**config.mk**
```make
export PLATFORM = sky130hd
export DESIGN_NAME = psum_accumulator
export DESIGN_NICKNAME = d
export VERILOG_FILES = /design/src/rtl/psum_accumulator_pkg.sv /design/src/rtl/psum_accumulator_add_ovf.sv /design/src/rtl/psum_accumulator.sv
export SDC_FILE = /design/constraint.sdc
export NUM_CORES = 1
export LEC_CHECK = 0
export CELL_PAD_IN_SITES_DETAIL_PLACEMENT = 1
export CELL_PAD_IN_SITES_GLOBAL_PLACEMENT = 1
export CORE_MARGIN = 2
export CORE_UTILIZATION = 44
export DETAILED_ROUTE_END_ITERATION = 6
export PLACE_DENSITY = 0.9
export SETUP_SLACK_MARGIN = 0.3
export SLEW_MARGIN = 20
export SYNTH_ARGS = -nofsm -noshare
export SYNTH_HDL_FRONTEND = slang
export SYNTH_SLANG_ARGS = --single-unit
```
**constraint.sdc**
```tcl
create_clock -name clk -period 8.7 [get_ports clk]
set_input_delay 2.175 -clock clk [delete_from_list [all_inputs] [get_ports clk]]
set_output_delay 2.175 -clock clk [all_outputs]
set_load 0.02 [all_outputs]
```
**src/rtl/psum_accumulator_pkg.sv**
```systemverilog
`default_nettype none
// ============================================================================
//  Module      : psum_accumulator_pkg
//  Description : Shared convolution datapath widths. The saturation stage
//                imports the same package, so its input width always equals
//                the accumulator width.
//  Revision    : 1.0  initial release
// ============================================================================
package psum_accumulator_pkg;

    localparam int PSUM_BW    = 21;   // accumulator / saturation input width
    localparam int OSUM_BW    = 16;   // saturation output width
    localparam int PROD_BW    = 16;   // signed kernel x channel product width
    localparam int LEN_BW_DEF = 8;    // default group-length field width

    typedef logic signed [PSUM_BW-1:0] psum_t;

endpackage
`default_nettype wire

```
**src/rtl/psum_accumulator_add_ovf.sv**
```systemverilog
`default_nettype none
// ============================================================================
//  Module      : psum_add_ovf
//  Description : Combinational W-bit two's-complement adder with a signed
//                overflow flag. Overflow is flagged when both operands share
//                a sign and the truncated sum has the other sign.
//  Ports       : i_a, i_b  W-bit signed operands
//                o_sum     W-bit wrapped sum
//                o_ovf     signed overflow of this add
//  Revision    : 1.0  initial release
// ============================================================================
module psum_add_ovf
    import psum_accumulator_pkg::*;
#(
    parameter int W = PSUM_BW
) (
    input  logic [W-1:0] i_a,
    input  logic [W-1:0] i_b,
    output logic [W-1:0] o_sum,
    output logic         o_ovf
);

    assign o_sum = i_a + i_b;
    assign o_ovf = (i_a[W-1] == i_b[W-1]) && (o_sum[W-1] != i_a[W-1]);

endmodule
`default_nettype wire

```
**src/rtl/psum_accumulator.sv**
```systemverilog
`default_nettype none
// ============================================================================
//  Module      : psum_accumulator
//  Description : Accumulates a stream of signed partial products into one
//                signed partial sum per group (output pixel). The group
//                length and the bias are sampled on the first beat of each
//                group. The result sits in an output register with its own
//                valid/ready handshake so the next group can fill while the
//                result waits to drain.
//  Ports       : clk        clock, rising edge
//                reset      asynchronous, active-high reset
//                i_acc_len  beats per group (0 behaves as 1)
//                i_bias     signed per-group bias
//                s_valid / s_ready / s_data   input product stream
//                m_valid / m_ready            result handshake
//                m_psum     wrapped signed group sum
//                m_ovf      any add in the group overflowed
//  Revision    : 1.0  initial release
// ============================================================================
module psum_accumulator
    import psum_accumulator_pkg::*;
#(
    parameter int IN_BW  = PROD_BW,
    parameter int ACC_BW = PSUM_BW,
    parameter int LEN_BW = LEN_BW_DEF
) (
    input  logic              clk,
    input  logic              reset,
    input  logic [LEN_BW-1:0] i_acc_len,
    input  logic [ACC_BW-1:0] i_bias,
    input  logic              s_valid,
    output logic              s_ready,
    input  logic [IN_BW-1:0]  s_data,
    output logic              m_valid,
    input  logic              m_ready,
    output logic [ACC_BW-1:0] m_psum,
    output logic              m_ovf
);

    localparam logic [LEN_BW-1:0] c_len_zero = '0;
    localparam logic [LEN_BW-1:0] c_len_one  = {{(LEN_BW-1){1'b0}}, 1'b1};

    // Accumulation state; r_cnt == 0 means "waiting for the first beat".
    logic [LEN_BW-1:0] r_cnt;
    logic [LEN_BW-1:0] r_len;
    logic [ACC_BW-1:0] r_acc;
    logic              r_ovf;

    logic              w_first;
    logic [LEN_BW-1:0] w_len_eff;
    logic              w_is_last;
    logic              w_beat;
    logic [ACC_BW-1:0] w_data_ext;
    logic [ACC_BW-1:0] w_addend;
    logic [ACC_BW-1:0] w_sum;
    logic              w_add_ovf;

    assign w_first   = (r_cnt == c_len_zero);
    assign w_len_eff = (i_acc_len == c_len_zero) ? c_len_one : i_acc_len;

    // Position-only last-beat decode: depends on the count and lengths, never
    // on s_valid, so s_ready has no combinational path from s_valid.
    assign w_is_last = w_first ? (w_len_eff == c_len_one)
                               : (r_cnt == (r_len - c_len_one));

    // Only a final beat needs the output register; it must wait while an
    // undrained result is held. Non-final beats always proceed.
    assign s_ready = !(w_is_last && m_valid && !m_ready);
    assign w_beat  = s_valid && s_ready;

    assign w_data_ext = {{(ACC_BW-IN_BW){s_data[IN_BW-1]}}, s_data};
    assign w_addend   = w_first ? i_bias : r_acc;

    psum_add_ovf #(
        .W (ACC_BW)
    ) u_add (
        .i_a   (w_addend),
        .i_b   (w_data_ext),
        .o_sum (w_sum),
        .o_ovf (w_add_ovf)
    );

    always_ff @(posedge clk or posedge reset) begin
        if (reset) begin
            r_cnt <= '0;
            r_len <= '0;
            r_acc <= '0;
            r_ovf <= 1'b0;
        end else if (w_beat) begin
            if (w_first) begin
                r_len <= w_len_eff;
            end
            if (w_is_last) begin
                r_cnt <= '0;
                r_acc <= '0;
                r_ovf <= 1'b0;
            end else begin
                r_cnt <= r_cnt + c_len_one;
                r_acc <= w_sum;
                // r_ovf is already clear on the first beat of a group.
                r_ovf <= r_ovf | w_add_ovf;
            end
        end
    end

    // Output register. A new result may load in the same cycle the old one
    // drains, in which case m_valid simply stays high.
    always_ff @(posedge clk or posedge reset) begin
        if (reset) begin
            m_valid <= 1'b0;
            m_psum  <= '0;
            m_ovf   <= 1'b0;
        end else if (w_beat && w_is_last) begin
            m_valid <= 1'b1;
            m_psum  <= w_sum;
            m_ovf   <= r_ovf | w_add_ovf;
        end else if (m_ready) begin
            m_valid <= 1'b0;
        end
    end

endmodule
`default_nettype wire

```
# Yosys cells after proc, flatten, opt, wreduce, memory -nomap -nowiden
# Index checks and enable logic that the tools add are counted.
# Widths: inputs -> output; s select.
# classes
add_sub_neg,3
eq_ne,4
mux,8
bitwise,1
n_reduce_logical,11
# op_table
cell,count
$mux 21,2
$add 21x21->21,1
$logic_not 8->1,2
$mux 8,2
$add 8x1->8 const B,1
$eq 8x1->1 const B,1
$eq 8x8->1,1
$sub 8x1->8 const B,1
$logic_and 1x1->1,5
$mux 1,4
$logic_not 1->1,2
$reduce_and 2->1,1
$reduce_bool 2->1,1
$eq 1x1->1,1
$ne 1x1->1,1
$or 1x1->1,1
# totals
regBits,61
in_bits,49
output_inout_bits,24

# Longest topological paths before layout
# logic_depth
word_depth,10
depth_mapped,16

# Cells and area by module
# Synthesis repeated with hierarchy kept, for this count alone.
# hier_totals
cells_unflattened,376
area_unflattened_um2,4111.4
# by_module_without_submodules
mod,n_inst,cells_each,area_per_inst_um2,seq_area_each_um2
psum_accumulator,1,239,3086.7,1526.5
psum_add_ovf,1,137,1024.7,0.0

# Least setup slack after synthesis
# No wires, ideal clock.
# synth_path
path_type,in2out
from,input port i_acc_len[4]
to,output port s_ready
arrival_ns,3.218
t_required_ns,6.525
setup_slack_ns,3.307
cell_stages,5
cell_sequence,nor4_1 nand2_1 nor2_1 nor2_2 or2_2
# synth_between
elab_chain_len,7
# synth_lines
element,line_no,text
start: declaration,psum_accumulator.sv:29,"input logic [LEN_BW-1:0] i_acc_len,"
$logic_not 8->1,psum_accumulator.sv:59,assign w_len_eff = (i_acc_len == c_len_zero) ? c_len_one : i_acc_len;
$mux 8 *,psum_accumulator.sv:59,
$eq 8x1->1 *,psum_accumulator.sv:63,assign w_is_last = w_first ? (w_len_eff == c_len_one)
$mux 1 *,psum_accumulator.sv:63,
$logic_and 1x1->1 * (2 in a row),psum_accumulator.sv:68,assign s_ready = !(w_is_last && m_valid && !m_ready);
$logic_not 1->1 *,psum_accumulator.sv:68,
end: declaration,psum_accumulator.sv:32,"output logic s_ready,"
# Mark *: on every way between the ends. The rest lies on a longest branch, timed or not.

# Worst setup path after layout
# layout_path
from,input port i_acc_len[5]
to,output port s_ready
# The elaborated chain is that of the path after synthesis.

==> metrics.md <==
| Metric | Value |
|---|---|
| IO Count | 73 |
| Area delta synth->final | 25.1% |
| Clock Skew | ~0.010 ns |
| CP Launch Type | input port |
| DRC errors left | 0 |
| Worst Hold Class | flop to flop |
| Setup TNS after final layout | 0 ns |
| Distinct cell type count after synthesis | 57 |
| Hold Buf Count CTS | 0 |
| Seq cells post-synth | between 60 and 70 |
| Commonest non-fill, non-tap cell in the layout | clkdlybuf4s50_1 |
| Placer congestion estimate | between 0.8 and 0.9 |
| Maxcap violations | 0 |
| IO Port Bufs | 72 |
| Die Span Y | 99.3 µm |
| Peak Freq | 0.148 GHz |
| First-pass GRT wire length | ~19 mm |
| Pins Over Slew Limit | 0 |
| CP Class | input port to output port |
| Drt initial violations | between 80 and 90 |
| DIE WIDTH | roughly 100 µm |
| Peak supply drop | about 140 µV |
| Post-cts gate resize count | 0 |
| Vias in the first global route | a little under 4,000 |
| RSZ-0062 raised after global routing | false |
| GRT overflow | 0 |
| Post-CTS setup buffer count | 0 |
| Synth Warn # | 0 |
| Leak pwr | approximately 2.3 nW |
| CTS root buf | clkbuf_8 |
| # rows | 34 |
| Number of vias per cell | approximately 6 |
| Mean area per synthesized cell | 10.1 µm² |
| Ant diodes | 0 |
| Worst EP arrival | between 4 and 5 ns |
| Share of the yosys chip area belonging to registers | 0.382 |
| Worst Tran Pin Value | 0.997 ns |
| Syn_nets | between 400 and 500 |
| Status | finished clean |
| Die ar. | roughly 9900 µm² |
| Synth Flop Type | dfrtp_1 |
| CP required | about 6.5 ns |
| GR Util All Layers | 0.246 |
| Final core utilization | 0.571 |
| CP max FO | 6 |
| Final Setup Violations | 0 |
| Worst Setup End Kind | output port |
| WHS Path Cells | 1 |
| Power, Total | 1.54 mW |
| Largest net degree at the start of global routing | 62 |
| Final HPWL DP | between 8 and 9 mm |
| Synth Instances | between 300 and 400 |
| Fraction of layout cells with a size suffix above 1 | 0.105 |
| Initial antenna violation count | 0 |
| Clock period minus worst slack | 6.77 ns |
| Inserted Clock Buffers | 9 |
| P per Cell Area | around 300 nW/µm² |
| CTS tree | yes |
| Register area | 1530 µm² |
| Initial Util | 0.456 |
| Max Root-Sink Buffers | 2 |
| CTS H-tree lvls | 3 |
| Total wire length | approximately 12 mm |
| Via count | between 3,000 and 4,000 |
| Commonest cells after routing, fill and taps aside | clkdlybuf4s50_1, dfrtp_1, nand2_1, a21oi_1 |
| Reg2reg path depth | 14 |
| Clk_lat worst skew | roughly 0.35 ns |
| Worst-path clk slew | ~0.070 ns |
| Final nets | between 500 and 600 |
| Remaining antenna violation count | 0 |
| Number of synthesized flops with an enable pin | 0 |
| Slew margin rel. | 0.334 |
| DR WL/cell | roughly 20 µm |
| Post-Syn Area | around 4000 µm² |
| Core Region | between 8000 and 9000 µm² |
| Asr flop ratio synth | 1.00 |
| Period Utilization, post-route | 0.778 |
| Final Hold Fails | 0 |
| Num Clock Sinks | just over 60 |
| Layout fillers | approximately 970 |
| Footprint of the multi-input gates | 2360 µm² |
| DRT Pass-1 Iters | 4 |
layout make-up:
| cell class | instances | area share |
|---|---|---|
| clock buffer | 12 | 0.0310 |
| clock inverter | 4 | 0.00450 |
| inverter | 16 | 0.0120 |
| multi-input combinational | 306 | 0.472 |
| sequential | 61 | 0.305 |
| tap | 108 | 0.0270 |
| timing repair buffer | 75 | 0.149 |
power breakdown:
group / total, mW / switching, mW / internal [mW]
combinational: 0.835 / 0.451 / 0.384
sequential: 0.474 / 0.0911 / 0.383
clock: 0.236 / 0.118 / 0.118
total: 1.54 / 0.660 / 0.884
cell usage after synthesis, types with 4 or more instances:
library cell	instances	area, µm²
a21o_1	11	82.6
xor2_1	7	61.3
ha_1	23	288
mux2i_1	6	60.1
nand2b_1	5	31.3
nor2_1	19	71.3
mux2_1	23	259
nand2_1	29	109
a22o_1	20	175
inv_1	16	60.1
dfrtp_1	61	1530
a31oi_1	4	25.0
a21oi_1	27	135
nor2b_1	6	37.5
clkbuf_1	9	33.8
nor3_1	5	25.0
or4_1	4	30.0
mux2_2	21	236
xnor2_1	16	140
o21ai_0	19	95.1
nand3_1	7	35.0
kinds of logic (layout without fill, tap and decap cells):
kind of cell,Yosys count,after routing,synth area share
compound gates,111,111,0.196
xor+xnor,23,23,0.0504
fa+ha+maj,24,24,0.0770
buf+inv,30,107,0.0335
flops,61,61,0.382
mux,50,50,0.139
simple gates,98,98,0.123
critical path, stage by stage:
cell	delay, ns
clkdlybuf4s50_1	0.43
nor4_1	0.43
nand2_1	0.12
nor2_1	0.42
nor2_2	0.14
or2_2	0.32
clkdlybuf4s50_1	0.55
worst paths after layout:
| path | from | endpoint | slack (ns) |
|---|---|---|---|
| worst min-delay path | m_psum[16]$_DFFE_PP0P_ | m_psum[16]$_DFFE_PP0P_ | 0.50 |
| worst max-delay path | i_acc_len[5] | s_ready | 1.93 |
| worst min register to register | m_psum[16]$_DFFE_PP0P_ | m_psum[16]$_DFFE_PP0P_ | 0.50 |
| max in group asynchronous | reset | r_len[1]$_DFFE_PP0P_ | 5.81 |
| worst max register to register | r_cnt[0]$_DFFE_PP0N_ | m_psum[17]$_DFFE_PP0P_ | 4.56 |
| min in group asynchronous | reset | r_acc[6]$_DFFE_PP0N_ | 2.38 |
registers in the layout (all words and copies together) (netlist names):
| name | count |
|---|---|
| m_psum | 21 |
| r_acc | 21 |
| r_cnt | 8 |
| r_len | 8 |
| m_ovf | 1 |
| m_valid | 1 |
| r_ovf | 1 |
routing by layer:
layer | track usage | vias up | wire, µm
met4 | 0.0864 | 0 | 153
met3 | 0.0429 | 14 | 407
met5 | 0 | - | 0
li1 | - | 1607 | -
met1 | 0.290 | 1747 | 4900
met2 | 0.450 | 76 | 6120
through the flow:
stage                     worst slack [ns]  hold slack (ns)  area, µm²  instances
after floorplan                       3.31            0.444       4000        397
after global placement                2.04            0.456       4820        566
after detailed placement              1.98            0.476       4820        566
after CTS                             1.97            0.492       5000        582
after global routing                  1.80            0.521       5000        582
final                                 1.93            0.499       5000        582
Note: power is estimated with default switching activity, not from simulation.
